==> config.mk <==
export PLATFORM = sky130hd
export DESIGN_NAME = fir_mac_sequencer
export DESIGN_NICKNAME = d
export VERILOG_FILES = /design/src/rtl/fir_mac_sequencer.sv
export SDC_FILE = /design/constraint.sdc
export NUM_CORES = 1
export LEC_CHECK = 0
export CORE_ASPECT_RATIO = 1.4
export CORE_MARGIN = 2
export CORE_UTILIZATION = 43
export DETAILED_ROUTE_END_ITERATION = 10
export DONT_BUFFER_PORTS = 1
export PLACE_DENSITY = 0.65
export SKIP_CTS_REPAIR_TIMING = 1
export SLEW_MARGIN = 20
export SYNTH_ARGS = -nofsm -noshare
export SYNTH_HDL_FRONTEND = slang
export SYNTH_SLANG_ARGS = --single-unit
export TNS_END_PERCENT = 30
==> constraint.sdc <==
create_clock -name clk -period 12.8 [get_ports clk]
set_input_delay 1.92 -clock clk [delete_from_list [all_inputs] [get_ports clk]]
set_output_delay 1.92 -clock clk [all_outputs]
set_load 0.01 [all_outputs]
==> src/rtl/fir_mac_sequencer.sv <==
// One shared MAC walks NTAPS taps per accepted sample; result valid NTAPS cycles after accept.
// Backpressure: s_ready only in IDLE; result held in OUT until m_ready, new samples stalled meanwhile.
module fir_mac_sequencer #(
  parameter int            NTAPS     = 40,
  parameter int            DW        = 8,
  parameter int            CW        = 8,
  parameter int            AW        = 32,
  parameter logic [CW-1:0] COEF_INIT = CW'(100)
) (
  input  logic          clk,
  input  logic          rst_n,
  input  logic          s_valid,
  output logic          s_ready,
  input  logic [DW-1:0] s_data,
  input  logic          coef_we,
  input  logic [7:0]    coef_addr,
  input  logic [CW-1:0] coef_wdata,
  output logic          coef_err,
  output logic          m_valid,
  input  logic          m_ready,
  output logic [AW-1:0] m_data,
  output logic          busy
);
  localparam int            PW   = (NTAPS > 1) ? $clog2(NTAPS) : 1;
  localparam logic [PW:0]   NT_W = (PW+1)'(NTAPS);
  localparam logic [PW-1:0] LAST = PW'(NTAPS - 1);

  typedef enum logic [1:0] {IDLE, MAC, OUT} state_t;
  state_t state, state_nxt;

  logic [DW-1:0]    hist [NTAPS];
  logic [CW-1:0]    coef [NTAPS];
  logic [PW-1:0]    wr_ptr, newest, k, rd_idx;
  logic [PW:0]      rd_sum;
  logic [AW-1:0]    acc, acc_sum;
  logic [CW+DW-1:0] prod;
  logic             last_tap, coef_ok;

  assign s_ready  = (state == IDLE);
  assign busy     = !s_ready;
  assign m_valid  = (state == OUT);
  assign last_tap = (k == LAST);
  assign coef_ok  = coef_we && s_ready && (coef_addr < 8'(NTAPS));

  // Tap k reads the sample k steps older than the newest, wrapping around the circular history.
  always_comb begin
    rd_sum = {1'b0, newest} + NT_W - {1'b0, k};
    if (rd_sum >= NT_W) rd_sum = rd_sum - NT_W;
    rd_idx  = rd_sum[PW-1:0];
    prod    = (CW+DW)'(coef[k]) * (CW+DW)'(hist[rd_idx]);
    acc_sum = acc + AW'(prod);
  end

  always_comb begin
    state_nxt = state;
    case (state)
      IDLE:    if (s_valid)  state_nxt = MAC;
      MAC:     if (last_tap) state_nxt = OUT;
      OUT:     if (m_ready)  state_nxt = IDLE;
      default:               state_nxt = IDLE;
    endcase
  end

  always_ff @(posedge clk or negedge rst_n) begin
    if (!rst_n) state <= IDLE;
    else        state <= state_nxt;
  end

  always_ff @(posedge clk or negedge rst_n) begin
    if (!rst_n) begin
      for (int i = 0; i < NTAPS; i++) begin
        hist[i] <= '0;
        coef[i] <= COEF_INIT;
      end
      wr_ptr   <= '0;
      newest   <= '0;
      k        <= '0;
      acc      <= '0;
      m_data   <= '0;
      coef_err <= 1'b0;
    end else begin
      coef_err <= coef_we && !coef_ok;
      if (coef_ok) coef[coef_addr[PW-1:0]] <= coef_wdata;
      case (state)
        IDLE: if (s_valid) begin
          hist[wr_ptr] <= s_data;
          newest       <= wr_ptr;
          wr_ptr       <= (wr_ptr == LAST) ? '0 : wr_ptr + PW'(1);
          acc          <= '0;
          k            <= '0;
        end
        MAC: begin
          acc <= acc_sum;
          k   <= k + PW'(1);
          if (last_tap) m_data <= acc_sum;
        end
        default: ;
      endcase
    end
  end
endmodule

==> results.tsv <==
stage	metric	value	unit
synth	Adder-Cell Fraction of Synth Area	4.60	%
synth	top_reg_cell synth	dfrtp_1	
synth	post-synthesis xor/xnor area fraction	0.731	%
sta	# setup viols final	0	
floorplan	Initial Util	43.3	%
critical_path	CP max stage delay	0.68	ns
sta	Worst slew margin	20.6	%
place	buffers added on ports	0	
clocking	clock slew at reported path FFs	0.06	ns
sta	Final Cycle Share	82.7	%
hold_path	hold path depth	1	
synth	Post-Synthesis Cells	2749	
global_routing	vias in the first global route	23906	
drt	DRC	0	
global_routing	first-pass GRT wire length	143	mm
sta	Final Hold Viols	0	
clocking	total CTS buffers	76	
critical_path	crit end category	flip-flop	
floorplan	core area	85600	um2
synth	Simple-Gate Fraction of Synth Area	6.54	%
sta	Max Fclk	0.0945	GHz
sta	setup_tns	0	ns
floorplan	io pins	65	
floorplan	row cnt	127	
hold_path	Hold WC Path Type	reg -> reg	
cells_and_area	layout cells sized above 1	41.0	%
synth	sequential area share after synthesis	49.3	%
clocking	Bufs on Longest Clock Path	3	
hold_path	Hold Crit Endpoint	hist[223]	
synth	post-synthesis cell area	37100	um2
sta	hold slack final	0.500	ns
synth	Avg Inst Size Synth	13.5	um2
synth	Yosys top cell by area	dfrtp_1	
synth	Synth top area share	40.8	%
floorplan	Die Ht	352	um
cells_and_area	area grow syn2layout	8.95	%
clocking	Clock Latency Late Sink	0.64	ns
place	placed cell count	3678	
drt	drt total wl	91.0	mm
floorplan	DIE AREA	88700	um2
synth	number of synthesized flops with an enable pin	0	
global_routing	initial antenna violation count	1	
critical_path	CP Max Fanout	43	
cells_and_area	# nets final	2799	
drt	antenna viol nets, final	0	
clocking	H-tree depth	3	
synth	post-synthesis compound-gate area fraction	5.32	%
synth	largest family of logic cells by synthesized area	multiplexers	
cells_and_area	Non-Filler Instances	3816	
sta	Period minus WS final	10.59	ns
critical_path	r2r setup slk	2.21	ns
cells_and_area	end-of-flow core utilization	47.2	%
outcome	status	completed	
clocking	clk sinks	725	
power	PD cells	188	nW/um2
critical_path	type of origin of the critical path	flip-flop	
synth	asr flop ratio synth	100	%
power	Max IR drop VDD	193	uV
drt	Vias/cell	5.90	
critical_path	cell mode on critical path	fa_1	
drt	DRT Pass-1 Iters	5	
synth	Yosys cell types	85	
synth	largest cells by area after synthesis	dfrtp_1 41%, mux2_2 19%, mux4_2 11%, dfstp_2 8.5%, fa_1 2.8%	
synth	FF+latch count, synth	725	
cells_and_area	ANT cells	0	
sta	RSZ-0062 raised after global routing	no	
global_routing	Remaining Overflow, GRT	0	
sta	clk_skew	0.0260	ns
drt	via count	22504	
sta	actual slew at the worst max-slew pin	1.18	ns
drt	DR WL/cell	23.8	um
floorplan	Die Width	252	um
synth	Syn Nets	2884	
critical_path	r2r startpoint	k[2]	
clocking	clock root cell	clkbuf_16	
place	GP Congestion	0.893	
critical_path	Arrival @ worst endpoint	11.10	ns
place	Final HPWL DP	61.4	mm
power	Pleak	18.7	nW
drt	Iteration-0 DRC Markers	1741	
run	max-cap violations	0	
global_routing	gr usage total	20.9	%
critical_path	R2R Path End	acc[31]	
hold_path	hold path startpoint	hist[223]	
global_routing	maximum number of pins on one net before global-route repair	726	
synth	YS warnings	0	
synth	multiplexer area fraction after synthesis	30.2	%
critical_path	Critical-path top delay cell	nor4_2	
clocking	TritonCTS clock tree	yes	
critical_path	Required @ worst endpoint	13.32	ns
critical_path	WS Path Type	reg -> reg	
sta	Max Transition Viols Final	0	
power	total power	7.61	mW
critical_path	Reg2Reg Depth	30	
-- critical path: cells and delay by family (launching register included) --
kind	cells	cell delay (ns)
buf+inv	6	1.62
compound gates	9	2.32
fa+ha+maj	8	3.87
simple gates	6	2.10
flops	1	0.32
xor+xnor	1	0.20
-- kinds of logic after synthesis --
family          Yosys count
buf+inv                 301
xor+xnor                 31
mux                     818
simple gates            482
flops                   725
fa+ha+maj               106
compound gates          286
-- cell type report --
class	instances	area, um2
Inverter	112	420
Clock buffer	113	2200
Tap cell	1096	1370
Sequential cell	725	18300
Timing Repair Buffer	26	275
Clock inverter	21	225
Multi-Input combinational cell	1723	17600
Fill cell	7434	45200
-- flip-flops by register name (all words and copies together), names as in the netlist --
signal and cells:
acc 32, coef 320, coef_err 1, hist 320, k 6, m_data 32
newest 6, state 2, wr_ptr 6
-- synth_stat cells, types with 5 or more instances --
library cell and count:
mux4_2 174, nand3b_1 5, fa_1 51, a221o_1 16
or4_1 20, nand3_1 30, nand2_1 203, o31ai_1 22
xnor2_1 17, nand4_1 8, or3_1 5, ha_1 55
a31oi_1 7, buf_1 7, mux2_2 641, a21o_1 17
nor2_1 82, or2_1 6, and3_1 9, and4_1 5
a211oi_1 24, a21oi_1 59, dfstp_2 120, o21a_1 12
clkbuf_1 137, nor3b_1 10, nor2b_1 17, inv_1 107
nand2b_1 21, a22o_1 6, o21ai_0 66, dfrtp_1 605
a221oi_1 7, and2_1 8, buf_6 5, nor4_4 5
buf_4 6, nor3_1 29, xor2_1 14, buf_2 33
o22ai_1 8
-- power by group --
part | total [mW] | leakage [nW] | internal, mW | switching, mW
Clock | 2.17 | 1.19 | 1.25 | 0.921
Sequential | 2.44 | 9.49 | 2.36 | 0.0755
Combinational | 2.99 | 8.06 | 1.14 | 1.85
Total | 7.61 | 18.7 | 4.76 | 2.85
-- placed cells by master, fill, tap and decap left out, types with 8 or more instances in the layout --
cell type and instances:
mux2_2 641, dfrtp_1 603, nand2_1 203, mux4_2 174
dfstp_2 120, inv_1 107, nor2_1 81, clkbuf_16 77
o21ai_0 66, a21oi_1 59, ha_1 53, fa_1 51
nand3_1 30, nor3_1 28, a211oi_1 24, o31ai_1 22
clkbuf_1 22, buf_4 22, nand2b_1 21, or4_1 20
a21o_1 17, xnor2_1 17, a221o_1 16, nor2b_1 16
clkbuf_8 14, xor2_1 13, o21a_1 12, nor3b_1 10
and3_1 9, clkinv_2 9, nand4_1 8, o22ai_1 8
and2_1 8
-- stage by stage --
stage / worst slack (ns) / area (um2)
2_1_floorplan: 2.91 / 37100
3_3_place_gp: 2.47 / 37900
3_5_place_dp: 2.29 / 37900
4_1_cts: 2.24 / 40300
5_1_grt: 1.54 / 40400
6_report: 2.21 / 40400
-- routing by layer --
layer	vias to the layer above	share of wire [%]	GRT usage (%)
met4	0	3.7	8.63
met5	-	0	0
met2	476	54	38.1
met3	156	3.6	2.66
li1	9868	-	-
met1	12004	39	25.0
-- how the worst max path moves through the flow --
stage	start	cells past startpoint	endpoint	slack, ns
final	k[2]	30	acc[31]	2.21
after floorplan	k[1]	41	acc[31]	2.91
after CTS	k[2]	30	acc[31]	2.24
after global routing	k[2]	30	m_data[24]	1.54
after detailed placement	k[2]	31	acc[31]	2.29
after global placement	k[2]	31	acc[31]	2.47
No activity file was read; power rests on OpenSTA's default activity.
